==> src/rtl/md_pkg.sv <==
// rtl/md_pkg.sv - shared op codes, state encoding and op decode helpers for mul_div_unit
package md_pkg;

    localparam logic [2:0] MD_MUL    = 3'd0;
    localparam logic [2:0] MD_MULH   = 3'd1;
    localparam logic [2:0] MD_MULHSU = 3'd2;
    localparam logic [2:0] MD_MULHU  = 3'd3;
    localparam logic [2:0] MD_DIV    = 3'd4;
    localparam logic [2:0] MD_DIVU   = 3'd5;
    localparam logic [2:0] MD_REM    = 3'd6;
    localparam logic [2:0] MD_REMU   = 3'd7;

    typedef enum logic [1:0] {
        ST_IDLE  = 2'd0,
        ST_CALC  = 2'd1,
        ST_FIXUP = 2'd2,
        ST_DONE  = 2'd3
    } md_state_t;

    function automatic logic is_div(input logic [2:0] op);
        return op[2];
    endfunction

    function automatic logic is_signed_a(input logic [2:0] op);
        return (op == MD_MULH) || (op == MD_MULHSU) || (op == MD_DIV) || (op == MD_REM);
    endfunction

    function automatic logic is_signed_b(input logic [2:0] op);
        return (op == MD_MULH) || (op == MD_DIV) || (op == MD_REM);
    endfunction

endpackage

==> src/rtl/md_step.sv <==
// rtl/md_step.sv - one combinational shift-add (multiply) or restoring-subtract (divide) step
module md_step #(
    parameter int XLEN = 32
) (
    input  logic            is_div,
    input  logic [XLEN-1:0] opnd,
    input  logic [XLEN:0]   hi,
    input  logic [XLEN-1:0] lo,
    output logic [XLEN:0]   hi_next,
    output logic [XLEN-1:0] lo_next
);

    logic [XLEN:0] sum;
    logic [XLEN:0] shifted;
    logic [XLEN:0] diff;

    // Multiply: {hi,lo} is the running product with the multiplier draining out of lo.
    // Divide: hi is the partial remainder, lo shifts the dividend out and quotient bits in.
    always_comb begin
        sum     = hi + (lo[0] ? {1'b0, opnd} : '0);
        shifted = {hi[XLEN-1:0], lo[XLEN-1]};
        diff    = shifted - {1'b0, opnd};
        if (is_div) begin
            hi_next = diff[XLEN] ? shifted : diff;
            lo_next = {lo[XLEN-2:0], ~diff[XLEN]};
        end else begin
            hi_next = {1'b0, sum[XLEN:1]};
            lo_next = {sum[0], lo[XLEN-1:1]};
        end
    end

endmodule

==> src/rtl/mul_div_unit.sv <==
// rtl/mul_div_unit.sv - iterative RV32M multiply/divide unit with valid/ready handshake and flush
module mul_div_unit
    import md_pkg::*;
#(
    parameter int XLEN   = 32,
    parameter int UNROLL = 1
) (
    input  logic            clk,
    input  logic            rst_n,
    input  logic            flush,
    input  logic            in_valid,
    output logic            in_ready,
    input  logic [2:0]      op,
    input  logic [XLEN-1:0] a,
    input  logic [XLEN-1:0] b,
    output logic            out_valid,
    input  logic            out_ready,
    output logic [XLEN-1:0] result
);

    localparam int STEPS = XLEN / UNROLL;
    localparam int CW    = $clog2(STEPS + 1);
    localparam logic [XLEN-1:0] MIN_VAL = {1'b1, {(XLEN-1){1'b0}}};

    md_state_t       state;
    logic [2:0]      op_q;
    logic            sign_a;
    logic            sign_b;
    logic [CW-1:0]   count;
    logic [XLEN:0]   hi;
    logic [XLEN-1:0] lo;
    logic [XLEN-1:0] opnd;

    logic [XLEN:0]   hi_c [UNROLL+1];
    logic [XLEN-1:0] lo_c [UNROLL+1];

    assign hi_c[0] = hi;
    assign lo_c[0] = lo;

    for (genvar i = 0; i < UNROLL; i++) begin : g_step
        md_step #(.XLEN(XLEN)) u_step (
            .is_div  (is_div(op_q)),
            .opnd    (opnd),
            .hi      (hi_c[i]),
            .lo      (lo_c[i]),
            .hi_next (hi_c[i+1]),
            .lo_next (lo_c[i+1])
        );
    end

    logic            in_sa;
    logic            in_sb;
    logic            in_div;
    logic            by_zero;
    logic            overflow;
    logic [XLEN-1:0] mag_a;
    logic [XLEN-1:0] mag_b;

    always_comb begin
        in_sa    = is_signed_a(op) & a[XLEN-1];
        in_sb    = is_signed_b(op) & b[XLEN-1];
        mag_a    = in_sa ? -a : a;
        mag_b    = in_sb ? -b : b;
        in_div   = is_div(op);
        by_zero  = in_div && (b == '0);
        overflow = in_div && is_signed_b(op) && (a == MIN_VAL) && (b == '1);
    end

    logic [2*XLEN-1:0] prod;
    logic [2*XLEN-1:0] prod_fix;
    logic [XLEN-1:0]   quo_fix;
    logic [XLEN-1:0]   rem_fix;
    logic [XLEN-1:0]   fix_res;

    always_comb begin
        prod     = {hi[XLEN-1:0], lo};
        prod_fix = (sign_a ^ sign_b) ? -prod : prod;
        quo_fix  = (sign_a ^ sign_b) ? -lo : lo;
        rem_fix  = sign_a ? -hi[XLEN-1:0] : hi[XLEN-1:0];
        case (op_q)
            MD_MUL:                       fix_res = prod_fix[XLEN-1:0];
            MD_MULH, MD_MULHSU, MD_MULHU: fix_res = prod_fix[2*XLEN-1:XLEN];
            MD_DIV, MD_DIVU:              fix_res = quo_fix;
            default:                      fix_res = rem_fix;
        endcase
    end

    always_ff @(posedge clk or negedge rst_n) begin
        if (!rst_n) begin
            state     <= ST_IDLE;
            in_ready  <= 1'b1;
            out_valid <= 1'b0;
            result    <= '0;
            op_q      <= '0;
            sign_a    <= 1'b0;
            sign_b    <= 1'b0;
            count     <= '0;
            hi        <= '0;
            lo        <= '0;
            opnd      <= '0;
        end else if (flush) begin
            state     <= ST_IDLE;
            in_ready  <= 1'b1;
            out_valid <= 1'b0;
        end else begin
            case (state)
                ST_IDLE: begin
                    if (in_valid && in_ready) begin
                        in_ready <= 1'b0;
                        op_q     <= op;
                        sign_a   <= in_sa;
                        sign_b   <= in_sb;
                        count    <= CW'(STEPS);
                        hi       <= '0;
                        lo       <= in_div ? mag_a : mag_b;
                        opnd     <= in_div ? mag_b : mag_a;
                        // Divide-by-zero and signed overflow bypass the iteration entirely
                        if (by_zero) begin
                            result    <= op[1] ? a : '1;
                            out_valid <= 1'b1;
                            state     <= ST_DONE;
                        end else if (overflow) begin
                            result    <= op[1] ? '0 : MIN_VAL;
                            out_valid <= 1'b1;
                            state     <= ST_DONE;
                        end else begin
                            state <= ST_CALC;
                        end
                    end
                end
                ST_CALC: begin
                    hi    <= hi_c[UNROLL];
                    lo    <= lo_c[UNROLL];
                    count <= count - CW'(1);
                    if (count == CW'(1)) begin
                        state <= ST_FIXUP;
                    end
                end
                ST_FIXUP: begin
                    result    <= fix_res;
                    out_valid <= 1'b1;
                    state     <= ST_DONE;
                end
                ST_DONE: begin
                    if (out_ready) begin
                        out_valid <= 1'b0;
                        in_ready  <= 1'b1;
                        state     <= ST_IDLE;
                    end
                end
                default: state <= ST_IDLE;
            endcase
        end
    end

endmodule

==> config.mk <==
export PLATFORM = sky130hd
export DESIGN_NAME = mul_div_unit
export DESIGN_NICKNAME = d
export VERILOG_FILES = /design/src/rtl/md_pkg.sv /design/src/rtl/md_step.sv /design/src/rtl/mul_div_unit.sv
export SDC_FILE = /design/constraint.sdc
export NUM_CORES = 1
export LEC_CHECK = 0
export CORE_UTILIZATION = 55
export DETAILED_ROUTE_END_ITERATION = 8
export PLACE_DENSITY = 0.75
export SLEW_MARGIN = 20
export SYNTH_ARGS = -nofsm -noshare
export SYNTH_HDL_FRONTEND = slang
export SYNTH_SLANG_ARGS = --single-unit
export TNS_END_PERCENT = 100
==> constraint.sdc <==
create_clock -name clk -period 11 [get_ports clk]
set_input_delay 1.65 -clock clk [delete_from_list [all_inputs] [get_ports clk]]
set_output_delay 1.65 -clock clk [all_outputs]
set_load 0.005 [all_outputs]
Yosys cells after proc, flatten, opt, wreduce, memory -nomap -nowiden

Cells that the tools add are included.

Equal/unequal tests: 21
Add/subtract/negate cells: 8
Mux-type cells: 41
Bitwise gates (word level): 5
Reduce and logical (&&, ||, !) cells: 25

Operators with widths:

| operator             | number |
|---|---|
| $mux 32              | 14 |
| $neg 32->32          | 4 |
| $pmux 32 s2          | 2 |
| $mux 33              | 3 |
| $pmux 32 s3          | 1 |
| $pmux 33 s2          | 1 |
| $eq 32x32->1 const B | 2 |
| $mux 64              | 1 |
| $neg 64->64          | 1 |
| $add 33x33->33       | 1 |
| $sub 33x32->33       | 1 |
| $logic_not 32->1     | 1 |
| $eq 3x3->1 const B   | 4 |
| $mux 2               | 6 |
| $ne 3x3->1 const B   | 4 |
| $pmux 6 s2           | 1 |
| $reduce_and 3->1     | 4 |
| $eq 3x2->1 const B   | 3 |
| $mux 1               | 8 |
| $pmux 2 s4           | 1 |
| $reduce_and 4->1     | 2 |
| $eq 3x1->1 const B   | 2 |
| $eq 6x1->1 const B   | 1 |
| $mux 6               | 1 |
| other kinds (19)     | 31 |

Word-level logic and storage cells: 111
Flip-flop bits (word level): 144
Output and inout bits: 34

Longest topological paths before layout

Depth in word-level cells: 11
Gate-level depth with buffers: 19

Modules after synthesis

Synthesis repeated with hierarchy kept, for this count alone.

Cells, all modules: 2,196
Area total of the unflattened synthesis: 16,304.4 µm²

Modules (own cells, without submodules):

| module       | seq. area each (µm²) | instances | cells each | area an instance (µm²) |
|---|---|---|---|---|
| mul_div_unit | 3,604.7              | 1         | 1,507      | 11,494.8 |
| md_step      | 0.0                  | 1         | 689        | 4,809.6 |

Least setup slack after synthesis

No wires, ideal clock.

Kind: input port to flip-flop
Start point: input port a[18]
End point: register result[19]
Required time: 10.873 ns
Slack: 6.862 ns
Stages: 9
Setup time: 0.127 ns
Path buffers: 1
Arrival: 4.011 ns
Path through: or4_4 > or4_4 > or4_4 > o21ai_2 > nand2b_2 > nand2_2 > buf_2 > a22oi_1 > o21ai_1

Cells in the longest elaborated chain, start to end: 5

RTL lines:

| item                              | line                | source |
|---|---|---|
| from (decl)                       | mul_div_unit.sv:14  | `input logic [XLEN-1:0] a,` |
| $eq 32x32->1                      | mul_div_unit.sv:66  | `overflow = in_div && is_signed_b(op) && (a == MIN_VAL) && (b == '1);` |
| $logic_and 1x1->1 (2 in a row)    | mul_div_unit.sv:66  |  |
| $ne 3x3->1 (no source line)       | n/a                 |  |
| $reduce_and 4->1 (no source line) | n/a                 |  |
| to (signal assigned)              | mul_div_unit.sv:119 | `result <= op[1] ? a : '1;` |
| to (signal assigned)              | mul_div_unit.sv:123 | `result <= op[1] ? '0 : MIN_VAL;` |
| to (signal assigned)              | mul_div_unit.sv:140 | `result <= fix_res;` |
| to (decl)                         | mul_div_unit.sv:18  | `output logic [XLEN-1:0] result` |

No other way between the ends.
A chain may end at the register's enable or synchronous reset.

Final worst setup path

Start point: register hi[0]
End point: register hi[29]

Cells in the longest elaborated chain, start to end: 4
Elaborated cells on any way between the ends: 5
Classes of those cells: add/sub: 2; mux: 3

RTL lines:

| item                   | line                | source |
|---|---|---|
| from (decl)            | mul_div_unit.sv:30  | `logic [XLEN:0] hi;` |
| from (signal assigned) | mul_div_unit.sv:132 | `hi <= hi_c[UNROLL];` |
| $sub 33x32->33         | md_step.sv:22       | `diff = shifted - {1'b0, opnd};` |
| $mux 33                | md_step.sv:24       | `hi_next = diff[XLEN] ? shifted : diff;` |
| $mux 33 *              | md_step.sv:23       | `if (is_div) begin` |
| $pmux 33 s2 *          | mul_div_unit.sv:106 | `case (state)` |

Mark *: on every way between the ends. The rest lies on a longest branch, timed or not.

==> results.toml <==
[routing]
postRouteAntennaNets = 0
vias = 16870
finalWirelength_mm = 61.06
viasPerCell = 6.811
dr.first_iter.drc_count = 2439
avgRoutedWirePerCell_um = 24.65
remaining_drc_errors = 0
first_pass_iters = 7

[yosys]
synth_flop_cell = "dfrtp_1"
netlist_area_um2 = 15440
ys_types = 80
synth_top_cell_by_area = "dfrtp_1"
synth-seq-cells = 144
synth_edf_count = 0
yosysMostFrequentCell = "nand2_1"
synth.avg_cell_area_um2 = 7.404
netlist.area_leader.share = 0.2318
async_flop_share = 1.000
synthTopCellsByArea = "dfrtp_1 (23%), a21oi_1 (6.5%), ha_1 (6.2%), xnor2_1 (5.7%), nand2_1 (5.4%)"
synthCells = 2085
synth_fp_nets = 2235
yosysSeqAreaShare = 0.2335
ys_top_cells_by_count = "nand2_1 (221), nor2_1 (204), a21oi_1 (200), o21ai_0 (156), dfrtp_1 (143)"
yosysWarningCount = 0

[timing]
clock.fmax_mhz = 200.7
skew_ns = 0.01712
max_slew_margin = 0.3438
rsz0062_at_grt = "no"
hold_viol = 0
drv_slew = 0
tightest_slew_ns = 0.9813
setup_viol = 0
layout_min_cycle_time_ns = 4.982
setup_tns_ns = 0
finalCritPeriodShare = 0.4529

[floorplan]
dieArea_um2 = 28740
ioPinCount = 106
die_w_um = 169.5
die_h_um = 169.5
num_rows = 60
core_um2 = 27250
initial_utilization = 0.5665

[power]
switchingPower_mw = 3.131
p_seq_frac = 0.201
ir_drop_v = 0.0002196
clkPwrFrac = 0.110
power_density_nw_per_um2 = 329.6
pwr-share-comb = 0.690
leakagePower_nw = 7.062
p_sw_frac = 0.5535
p_int_mw = 2.526

[worst_hold_path]
hp-start = "result[10]$_DFFE_PN0P_"
hold_path_class = "flop to flop"
hold_path_depth = 2
whs_endpoint = "result[10]$_DFFE_PN0P_"

[critical_path]
critical_path.slowest_cell = "a211oi_1"
cp_cell_sequence = "inv_1 -> fa_1 -> nand2b_1 -> a21o_1 -> a21o_1 -> a211oi_1 -> o31ai_1 -> o21ai_0 -> nand3_1 -> nand2_1 -> ha_1 -> buf_4 -> and3_1 -> nand2_1 -> a311o_1 -> o211ai_1"
cp.required_ns = 11.36
path_delay_family = "compound AO/OA/AOI/OAI gates"
reg2regPathDepth = 16
critPathLaunchType = "flop"
r2r_setup_slack_ns = 6.02
cpPeakStageDelay_ns = 0.51
crit_cells = 16
rr_startpoint = "hi[0]$_DFFE_PN0P_"
end_kind = "flop"
cp.arrival_ns = 5.34
cp_max_fo = 43
critical_path_class = "flop to flop"
regToRegEndpoint = "hi[29]$_DFFE_PN0P_"
crit_buf_inv = 2

[finish]
drive_gt1_frac = 0.05466
fin_util = 0.6297
stdcell_count = 2477
layout.nets = 2241
syn2layout_area_growth_pct = 11.15

[clock_tree]
numCtsBuffers = 17
clk_transition_reported_paths_ns = 0.07
clock_latency_ns = 0.45
cts_hold_buf = 0
htree_levels = 4
cts_setup_buffers = 0
clock-root-buffer = "clkbuf_16"
clockBufferDepth = 2
clock-sinks = 144
post_cts_resized = 0
tritoncts = "done"

[global_routing]
gr-total-overflow = 0
grt_max_degree = 94
grt_usage = 0.4282
antenna_found_initial = 1
grt_pass1_wl_mm = 92.63
grt_pass1_vias = 15090

[placement]
dp_hpwl_mm = 46.20
place_congestion = 1.053
io_buffers = 105
placed_cells = 2444

[outcome]
outcome = "complete, no violations"

[flow_run]
cap_violations = 0
through the flow:
stage          area, um^2  power, mW  hold slack, ns  worst slack [ns]
6_report            17160      5.656          0.4786             6.018
5_1_grt             17160      6.008          0.5038             5.862
4_1_cts             17150      5.489          0.4776             6.168
3_5_place_dp        16550      4.856          0.4680             5.740
3_3_place_gp        16550      4.803          0.4632             5.811
2_1_floorplan       15440      3.674          0.4467             6.862
sequential cells by signal, indices dropped and copies added, names as in the netlist:
register,flops
op_q,3
in_ready,1
state,2
out_valid,1
opnd,32
count,6
lo,32
sign_a,1
hi,33
result,32
sign_b,1
power groups by stage:
stage / clock network [mW] / logic [mW] / registers [mW]
2_1_floorplan: 0 / 2.74 / 0.937
3_3_place_gp: 0 / 3.68 / 1.12
3_5_place_dp: 0 / 3.73 / 1.12
4_1_cts: 0.619 / 3.75 / 1.12
5_1_grt: 0.641 / 4.22 / 1.15
6_report: 0.620 / 3.90 / 1.14
cells in the final DEF (no fill, tap or decap), types with 70 or more instances in the layout:
cell type,Yosys,final
ha_1,76,76
inv_1,70,70
xnor2_1,100,99
a21oi_1,200,200
xor2_1,79,78
clkdlybuf4s50_1,0,103
nor2_1,204,202
o21ai_0,156,156
dfrtp_1,143,142
nand2_1,221,221
area by class of cell:
cell class / count / area [um^2]
Sequential cell: 144 / 3606
Timing Repair Buffer: 131 / 1242
Clock buffer: 19 / 442.9
Inverter: 70 / 262.8
Tap cell: 372 / 465.4
Multi-Input combinational cell: 1727 / 10980
Antenna cell: 1 / 2.502
Clock inverter: 13 / 152.6
Fill cell: 2503 / 10090
worst min-delay path, stage by stage (launching register included):
cell and delay [ns]:
dfrtp_1 0.34, nand2_1 0.04, o21ai_0 0.06
kinds of logic after synthesis:
| group | count (synthesis) | synth area share |
|---|---|---|
| flip-flops | 144 | 0.2335 |
| multiplexers | 67 | 0.04555 |
| XOR/XNOR | 179 | 0.1016 |
| AO/OA/AOI/OAI | 691 | 0.2804 |
| AND/OR/NAND/NOR | 712 | 0.2179 |
| buffers and inverters | 214 | 0.05682 |
| adder cells (fa/ha/maj) | 78 | 0.06419 |
worst max-delay path by stage:
stage	start	endpoint	slack, ns
2_1_floorplan	a[18]	result[19]$_DFFE_PN0P_	6.86
3_3_place_gp	a[18]	result[29]$_DFFE_PN0P_	5.81
3_5_place_dp	a[17]	result[29]$_DFFE_PN0P_	5.74
4_1_cts	hi[0]$_DFFE_PN0P_	hi[29]$_DFFE_PN0P_	6.17
5_1_grt	hi[0]$_DFFE_PN0P_	hi[29]$_DFFE_PN0P_	5.86
6_report	hi[0]$_DFFE_PN0P_	hi[29]$_DFFE_PN0P_	6.02
routing by layer:
layer  up-vias  global-route usage  wire length, um
met2      1162              0.6121            25360
met3       182              0.1285             7921
met1      7905              0.5938            25160
li1       7622                   -                -
met5         -                   0                0
met4         0              0.1845             2614
Note: power is estimated with default switching activity, not from simulation.
